`config.mk`:
```
export PLATFORM = sky130hd
export DESIGN_NAME = ddr_serializer_tx_flat
export DESIGN_NICKNAME = d
export VERILOG_FILES = /design/src/rtl/ddr_serializer_tx_if.sv /design/src/rtl/ddr_serializer_tx.sv /design/src/flat_wrapper.sv
export SDC_FILE = /design/constraint.sdc
export NUM_CORES = 1
export LEC_CHECK = 0
export BUFFER_PORTS_ARGS = -buffer_cell sky130_fd_sc_hd__buf_2
export CAP_MARGIN = 20
export CORE_MARGIN = 2
export CORE_UTILIZATION = 52
export CTS_BUF_LIST = sky130_fd_sc_hd__clkbuf_8
export CTS_CLUSTER_SIZE = 8
export DETAILED_ROUTE_END_ITERATION = 6
export HOLD_SLACK_MARGIN = 0.08
export PLACE_DENSITY = 0.73
export SETUP_SLACK_MARGIN = 0.5
export SYNTH_ARGS = -nofsm -noshare
export SYNTH_HDL_FRONTEND = slang
export SYNTH_SLANG_ARGS = --single-unit
```
`constraint.sdc`:
```
create_clock -name clk -period 2.1 [get_ports clk]
set_clock_uncertainty 0.05 [all_clocks]
set_input_delay 0.105 -clock clk [delete_from_list [all_inputs] [get_ports clk]]
set_output_delay 0.105 -clock clk [all_outputs]
set_load 0.02 [all_outputs]
```
`src/rtl/ddr_serializer_tx_if.sv`:
```
// Word-input handshake bundle for ddr_serializer_tx: valid/ready plus the
// parallel word carrying LANES lanes of RATIO bits each.
interface ddr_serializer_tx_if #(
  parameter int LANES = 4,
  parameter int RATIO = 8
);
  logic                     s_valid;
  logic                     s_ready;
  logic [LANES*RATIO-1:0]   s_data;

  modport master (
    output s_valid,
    output s_data,
    input  s_ready
  );

  modport slave (
    input  s_valid,
    input  s_data,
    output s_ready
  );
endinterface

```
`src/rtl/ddr_serializer_tx.sv`:
```
// Multi-lane DDR transmit serializer: input word FIFO, per-lane rising/falling
// register pair, DDR output mux. Define DDR_TX_TRAINING_EN to add the training pattern.
module ddr_serializer_tx #(
  parameter int   LANES      = 4,
  parameter int   RATIO      = 8,
  parameter int   FIFO_DEPTH = 4,
  parameter logic IDLE_LEVEL = 1'b0
) (
  input  logic                        clk,
  input  logic                        rst_n,
  ddr_serializer_tx_if.slave          s_if,
  output logic [LANES-1:0]            data_r,
  output logic [LANES-1:0]            data_f,
  output logic [LANES-1:0]            dout,
  output logic                        word_start,
  output logic                        busy,
  output logic [$clog2(FIFO_DEPTH):0] level,
  output logic                        underflow,
  input  logic                        underflow_clr
`ifdef DDR_TX_TRAINING_EN
  ,
  input  logic                        train_en
`endif
);

  localparam int WW   = LANES * RATIO;
  localparam int HALF = RATIO / 2;
  localparam int CW   = (HALF > 1) ? $clog2(HALF) : 1;
  localparam int AW   = $clog2(FIFO_DEPTH);
  localparam int LW   = AW + 1;

  typedef enum logic [1:0] {
    ST_IDLE  = 2'd0,
    ST_SHIFT = 2'd1
`ifdef DDR_TX_TRAINING_EN
    ,
    ST_TRAIN = 2'd2
`endif
  } state_e;

  state_e            state_q, state_d, state_base_s;
  logic [CW-1:0]     cnt_q, cnt_d;
  logic [WW-1:0]     word_q, word_d;
  logic [LANES-1:0]  data_r_q, data_r_d;
  logic [LANES-1:0]  data_f_q, data_f_d;
  logic              word_start_q, word_start_d;
  logic              underflow_q, underflow_d;

  logic [WW-1:0]     mem_q [FIFO_DEPTH];
  logic [WW-1:0]     mem_d [FIFO_DEPTH];
  logic [AW-1:0]     wr_ptr_q, wr_ptr_d;
  logic [AW-1:0]     rd_ptr_q, rd_ptr_d;
  logic [LW-1:0]     level_q, level_d;

  logic              s_ready_s;
  logic              wr_s;
  logic              pop_s;
  logic              fifo_ne_s;
  logic              eow_s;
  logic              uf_set_s;
  logic [WW-1:0]     head_s;
  logic [WW-1:0]     head_shr_s;
  logic [WW-1:0]     word_shr_s;
  logic [LANES-1:0]  head_r_s, head_f_s;
  logic [LANES-1:0]  word_r_s, word_f_s;

  assign s_ready_s   = (level_q < LW'(FIFO_DEPTH));
  assign s_if.s_ready = s_ready_s;
  assign wr_s        = s_if.s_valid && s_ready_s;
  assign fifo_ne_s   = (level_q != LW'(0));
  assign eow_s       = (state_q == ST_SHIFT) && (cnt_q == CW'(HALF - 1));
  assign head_s      = mem_q[rd_ptr_q];

  // Each lane sends its slice LSB first, so bits 0/1 of the slice are the next pair.
  for (genvar k = 0; k < LANES; k++) begin : g_lane
    assign head_r_s[k] = head_s[k*RATIO];
    assign head_f_s[k] = head_s[k*RATIO+1];
    assign word_r_s[k] = word_q[k*RATIO];
    assign word_f_s[k] = word_q[k*RATIO+1];
    assign head_shr_s[k*RATIO +: RATIO] = head_s[k*RATIO +: RATIO] >> 2'd2;
    assign word_shr_s[k*RATIO +: RATIO] = word_q[k*RATIO +: RATIO] >> 2'd2;
  end

  // Next-state logic; training overrides only at word boundaries or from idle.
  always_comb begin
    case (state_q)
      ST_IDLE:  state_base_s = fifo_ne_s ? ST_SHIFT : ST_IDLE;
      ST_SHIFT: state_base_s = (!eow_s || fifo_ne_s) ? ST_SHIFT : ST_IDLE;
`ifdef DDR_TX_TRAINING_EN
      ST_TRAIN: state_base_s = fifo_ne_s ? ST_SHIFT : ST_IDLE;
`endif
      default:  state_base_s = ST_IDLE;
    endcase
`ifdef DDR_TX_TRAINING_EN
    state_d = (train_en && (state_q != ST_SHIFT || eow_s)) ? ST_TRAIN : state_base_s;
`else
    state_d = state_base_s;
`endif
  end

  // Output/datapath logic: pop on every entry into a new word.
  always_comb begin
    pop_s        = (state_d == ST_SHIFT) && ((state_q != ST_SHIFT) || eow_s);
    cnt_d        = cnt_q;
    word_d       = word_q;
    data_r_d     = {LANES{IDLE_LEVEL}};
    data_f_d     = {LANES{IDLE_LEVEL}};
    word_start_d = 1'b0;
    if (pop_s) begin
      cnt_d        = CW'(0);
      word_d       = head_shr_s;
      data_r_d     = head_r_s;
      data_f_d     = head_f_s;
      word_start_d = 1'b1;
    end else if (state_d == ST_SHIFT) begin
      cnt_d    = cnt_q + CW'(1);
      word_d   = word_shr_s;
      data_r_d = word_r_s;
      data_f_d = word_f_s;
`ifdef DDR_TX_TRAINING_EN
    end else if (state_d == ST_TRAIN) begin
      cnt_d    = CW'(0);
      data_r_d = {LANES{1'b1}};
      data_f_d = {LANES{1'b0}};
`endif
    end else begin
      cnt_d = CW'(0);
    end

    // A write landing on the very edge the stream drains means the producer was late.
    uf_set_s = eow_s && (state_d == ST_IDLE) && wr_s;
    if (uf_set_s) begin
      underflow_d = 1'b1;
    end else if (underflow_clr) begin
      underflow_d = 1'b0;
    end else begin
      underflow_d = underflow_q;
    end
  end

  // FIFO pointer and occupancy update.
  always_comb begin
    mem_d    = mem_q;
    wr_ptr_d = wr_ptr_q;
    rd_ptr_d = rd_ptr_q;
    if (wr_s) begin
      mem_d[wr_ptr_q] = s_if.s_data;
      wr_ptr_d        = wr_ptr_q + AW'(1);
    end else begin
      wr_ptr_d = wr_ptr_q;
    end
    if (pop_s) begin
      rd_ptr_d = rd_ptr_q + AW'(1);
    end else begin
      rd_ptr_d = rd_ptr_q;
    end
    case ({wr_s, pop_s})
      2'b10:   level_d = level_q + LW'(1);
      2'b01:   level_d = level_q - LW'(1);
      default: level_d = level_q;
    endcase
  end

  // State register.
  always_ff @(posedge clk or negedge rst_n) begin
    if (!rst_n) begin
      state_q <= ST_IDLE;
    end else begin
      state_q <= state_d;
    end
  end

  // Datapath and FIFO registers.
  always_ff @(posedge clk or negedge rst_n) begin
    if (!rst_n) begin
      cnt_q        <= CW'(0);
      word_q       <= '0;
      data_r_q     <= {LANES{IDLE_LEVEL}};
      data_f_q     <= {LANES{IDLE_LEVEL}};
      word_start_q <= 1'b0;
      underflow_q  <= 1'b0;
      wr_ptr_q     <= AW'(0);
      rd_ptr_q     <= AW'(0);
      level_q      <= LW'(0);
      for (int i = 0; i < FIFO_DEPTH; i++) begin
        mem_q[i] <= '0;
      end
    end else begin
      cnt_q        <= cnt_d;
      word_q       <= word_d;
      data_r_q     <= data_r_d;
      data_f_q     <= data_f_d;
      word_start_q <= word_start_d;
      underflow_q  <= underflow_d;
      wr_ptr_q     <= wr_ptr_d;
      rd_ptr_q     <= rd_ptr_d;
      level_q      <= level_d;
      mem_q        <= mem_d;
    end
  end

  // Only the pin mux sees the low phase; it maps onto the vendor ODDR cell.
  assign dout       = clk ? data_r_q : data_f_q;
  assign data_r     = data_r_q;
  assign data_f     = data_f_q;
  assign word_start = word_start_q;
  assign underflow  = underflow_q;
  assign level      = level_q;
  assign busy       = (state_q != ST_IDLE) || fifo_ne_s;

endmodule
```
`src/flat_wrapper.sv`:
```
// flat-port wrapper written by rule: the top's interface ports become plain ports
module ddr_serializer_tx_flat 
#(
  parameter int   LANES      = 4,
  parameter int   RATIO      = 8,
  parameter int   FIFO_DEPTH = 4,
  parameter logic IDLE_LEVEL = 1'b0
)
  (clk, rst_n, data_r, data_f, dout, word_start, busy, level, underflow, underflow_clr, s_if_s_valid, s_if_s_data, s_if_s_ready);
  ddr_serializer_tx_if #(.LANES(LANES), .RATIO(RATIO)) s_if_i ();
  input  logic clk;
  input  logic rst_n;
  output logic [LANES-1:0] data_r;
  output logic [LANES-1:0] data_f;
  output logic [LANES-1:0] dout;
  output logic word_start;
  output logic busy;
  output logic [$clog2(FIFO_DEPTH):0] level;
  output logic underflow;
  input  logic underflow_clr;
  input wire logic [$bits(s_if_i.s_valid)-1:0] s_if_s_valid;
  input wire logic [$bits(s_if_i.s_data)-1:0] s_if_s_data;
  output wire logic [$bits(s_if_i.s_ready)-1:0] s_if_s_ready;
  assign s_if_i.s_valid = s_if_s_valid;
  assign s_if_i.s_data = s_if_s_data;
  assign s_if_s_ready = s_if_i.s_ready;
  ddr_serializer_tx #(.LANES(LANES), .RATIO(RATIO), .FIFO_DEPTH(FIFO_DEPTH), .IDLE_LEVEL(IDLE_LEVEL)) u_core (.clk(clk), .rst_n(rst_n), .s_if(s_if_i), .data_r(data_r), .data_f(data_f), .dout(dout), .word_start(word_start), .busy(busy), .level(level), .underflow(underflow), .underflow_clr(underflow_clr));
endmodule
```
==> out/metrics.cfg <==
[synth]
synth_ff_type=dfrtp_1
yosys.area.top_type=dfrtp_1
synth_seq_cells=172
synth.yosys.warnings=0
yosysSeqAreaShare_pct=58.0
avgSynthCellArea_um2=16.3
synth.top_cells.by_area=dfrtp_1 (58%), mux2_2 (20%), mux4_2 (6.7%)
syn-instance-count=456
yosysTopAreaCellShare_pct=58.0
syn_nets=499
synthArstFlopShare_pct=100
count_of_flip_flops_with_a_built_in_enable_after_synthesis=0
syn-cell-area_um2=7420
yosysUniqueCellTypes=26

[setup_path]
r2r.worst_path.cells=9
crit_path_max_fanout=2
endpoint_required_time_on_the_critical_path_ns=1.95
worstSetupPathType=clk -> out
arrival_ns=1.70
termination_of_the_worst_setup_path=dout[2]
critPathCaptureType=output pin
critical_path.reg2reg.startpoint=u_core.cnt_q[0]$_DFF_PN0_
critical_path.startpoint=clk
regToRegSetupSlack_ns=0.31
regToRegEndpoint=u_core.level[2]$_DFFE_PN0P_
critPathLaunchType=clock port

[outcome]
status=complete, no violations

[layout]
layout.cells.most_common_list=dfrtp_1 (169), mux2_2 (130), buf_2 (49), dlygate4sd3_1 (36), mux4_2 (31)
fraction_of_layout_cells_with_a_size_suffix_above_1_pct=53.5
layout.cells.most_common=dfrtp_1
n_antenna_cell=0
syn2layout_area_growth_pct=28.7
final-instance-count-excl-fill=784
num-nets-final=635
fillerInstances=908

[timing]
timing.max_slew.rel_slack_pct=65.4
fin_tns_setup_ns=0
maxSlewViolCount=0
worstMarginPinSlew_ns=0.519
setup_viol=0
grt_setup_unrepaired=true
final_hold_viol_count=0

[detailed_routing]
first_pass_iters=4
drt_iter0_markers=326
wl_per_cell_um=22.0
via_count=4547
route.final.wire_length_mm=17.2
drc_errors=0
viasPerCell=5.80
ant_nets=0

[floorplanning]
io_pins=55
die_x_um=123
placement_rows=43
die_h_um=123
die_area_um2=15200
core_region_area_um2=13900
initial_utilization_pct=53.3

[cts]
worst_skew_pair.late_latency_ns=0.56
clk_pin_slew_worst_paths_ns=0.08
tritoncts=done

[power_and_ir_drop]
peakVddDrop_mv=0.752
cell_area_power_density_nw_per_um2=1580
power_leakage_nw=4.32

[place]
dp.cells=679
buffer_ports.inserted=54
place.gp.congestion=0.691
post-dp-hpwl_mm=8.71

[grt]
antenna_found_initial=0
grt-ovfl-total=0
maximum_number_of_pins_on_one_net_before_global_route_repair=62
grtUsageTotal_pct=24.0
grt_pass1_vias=4803
grt_pass1_wl_mm=26.3

[worst_hold_path]
hold_path_class=in -> reg

[flow_run]
maxCapViolCount=0

## flip-flops by register name, summed over array words and instances, names as in the netlist, 2 cells and up
register,flops
u_core.wr_ptr_q,2
u_core.word_q,24
u_core.data_r,4
u_core.level,3
u_core.mem_q,128
u_core.rd_ptr_q,2
u_core.data_f,4
u_core.cnt_q,2
## repair_timing
item / CTS / global route
gates resized for setup: 47 / 34
hold buffers: 36 / 0
buffers inserted: 17 / 5
pin swaps: 25 / 17
cloned: 7 / 5
endpoints found under the setup margin: 112 / 159
endpoints found under the hold margin: 305 / 0
## metrics by stage
stage / power, mW / instance area [um2] / utilization, % / hold WS [ns] / setup slack (ns)
4_1_cts: 14.6 / 9290 / 66.7 / 0.192 / 0.208
3_5_place_dp: 10.9 / 8010 / 57.5 / 0.0487 / 0.309
3_3_place_gp: 10.6 / 8010 / 57.5 / 0.0448 / 0.336
6_report: 15.1 / 9550 / 68.6 / 0.237 / 0.246
2_1_floorplan: 9.56 / 7470 / - / -0.241 / 0.144
5_1_grt: 15.9 / 9550 / 68.6 / 0.237 / 0.235
## worst min path at each step
stage / start / end / cells past startpoint / slack, ns
2_1_floorplan: rst_n / u_core.cnt_q[0]$_DFF_PN0_ / 0 / -0.24
3_3_place_gp: rst_n / u_core.data_f[1]$_DFF_PN0_ / 1 / 0.04
3_5_place_dp: rst_n / u_core.level[0]$_DFFE_PN0P_ / 1 / 0.05
4_1_cts: underflow_clr / u_core.underflow$_DFFE_PN0P_ / 3 / 0.19
5_1_grt: underflow_clr / u_core.underflow$_DFFE_PN0P_ / 3 / 0.24
6_report: underflow_clr / u_core.underflow$_DFFE_PN0P_ / 3 / 0.24
## worst max-delay path, stage by stage
cell	delay, ns
buf_8	0.11
buf_8	0.12
mux2_4	0.29
buf_6	0.13
## logic make-up (layout without fill, tap and decap cells)
kind of cell,Yosys count,after routing,share of synthesized area [%]
XOR/XNOR,6,6,0.708
AND/OR/NAND/NOR,33,33,2.51
multiplexers,165,165,30.4
buffers and inverters,39,187,2.98
adder cells (fa/ha/maj),7,7,1.28
flip-flops,172,172,58.0
AO/OA/AOI/OAI,34,34,4.18
## synthesized netlist by cell type, types with 5 or more instances
master     n
buf_2     20
and2_1    17
mux4_1    10
dfrtp_1  172
mux4_2    22
ha_1       6
a22o_1    16
nand2_1    5
inv_1      9
mux2_2   132
a221o_1   16
## per-layer routing
layer	track usage (%)	share of wire [%]
met1	31.0	43
met3	6.46	4.4
met2	38.9	51
met5	0	0
met4	9.16	1.8
## power breakdown
group          switching (mW)  total, mW  internal (mW)
clock                    1.37       2.89           1.52
combinational            2.51       6.45           3.94
sequential              0.866       5.77           4.90
total                    4.74       15.1           10.4
## area by class of cell
| class | count | area, um2 | area share [%] |
|---|---|---|---|
| inverter | 9 | 33.8 | 0.354 |
| sequential | 172 | 4310 | 45.1 |
| clock inverter | 10 | 115 | 1.20 |
| tap | 180 | 225 | 2.36 |
| clock buffer | 29 | 392 | 4.10 |
| multi-input combinational | 245 | 2990 | 31.3 |
| timing repair buffer | 139 | 1490 | 15.6 |
Note: power is estimated with default switching activity, not from simulation.
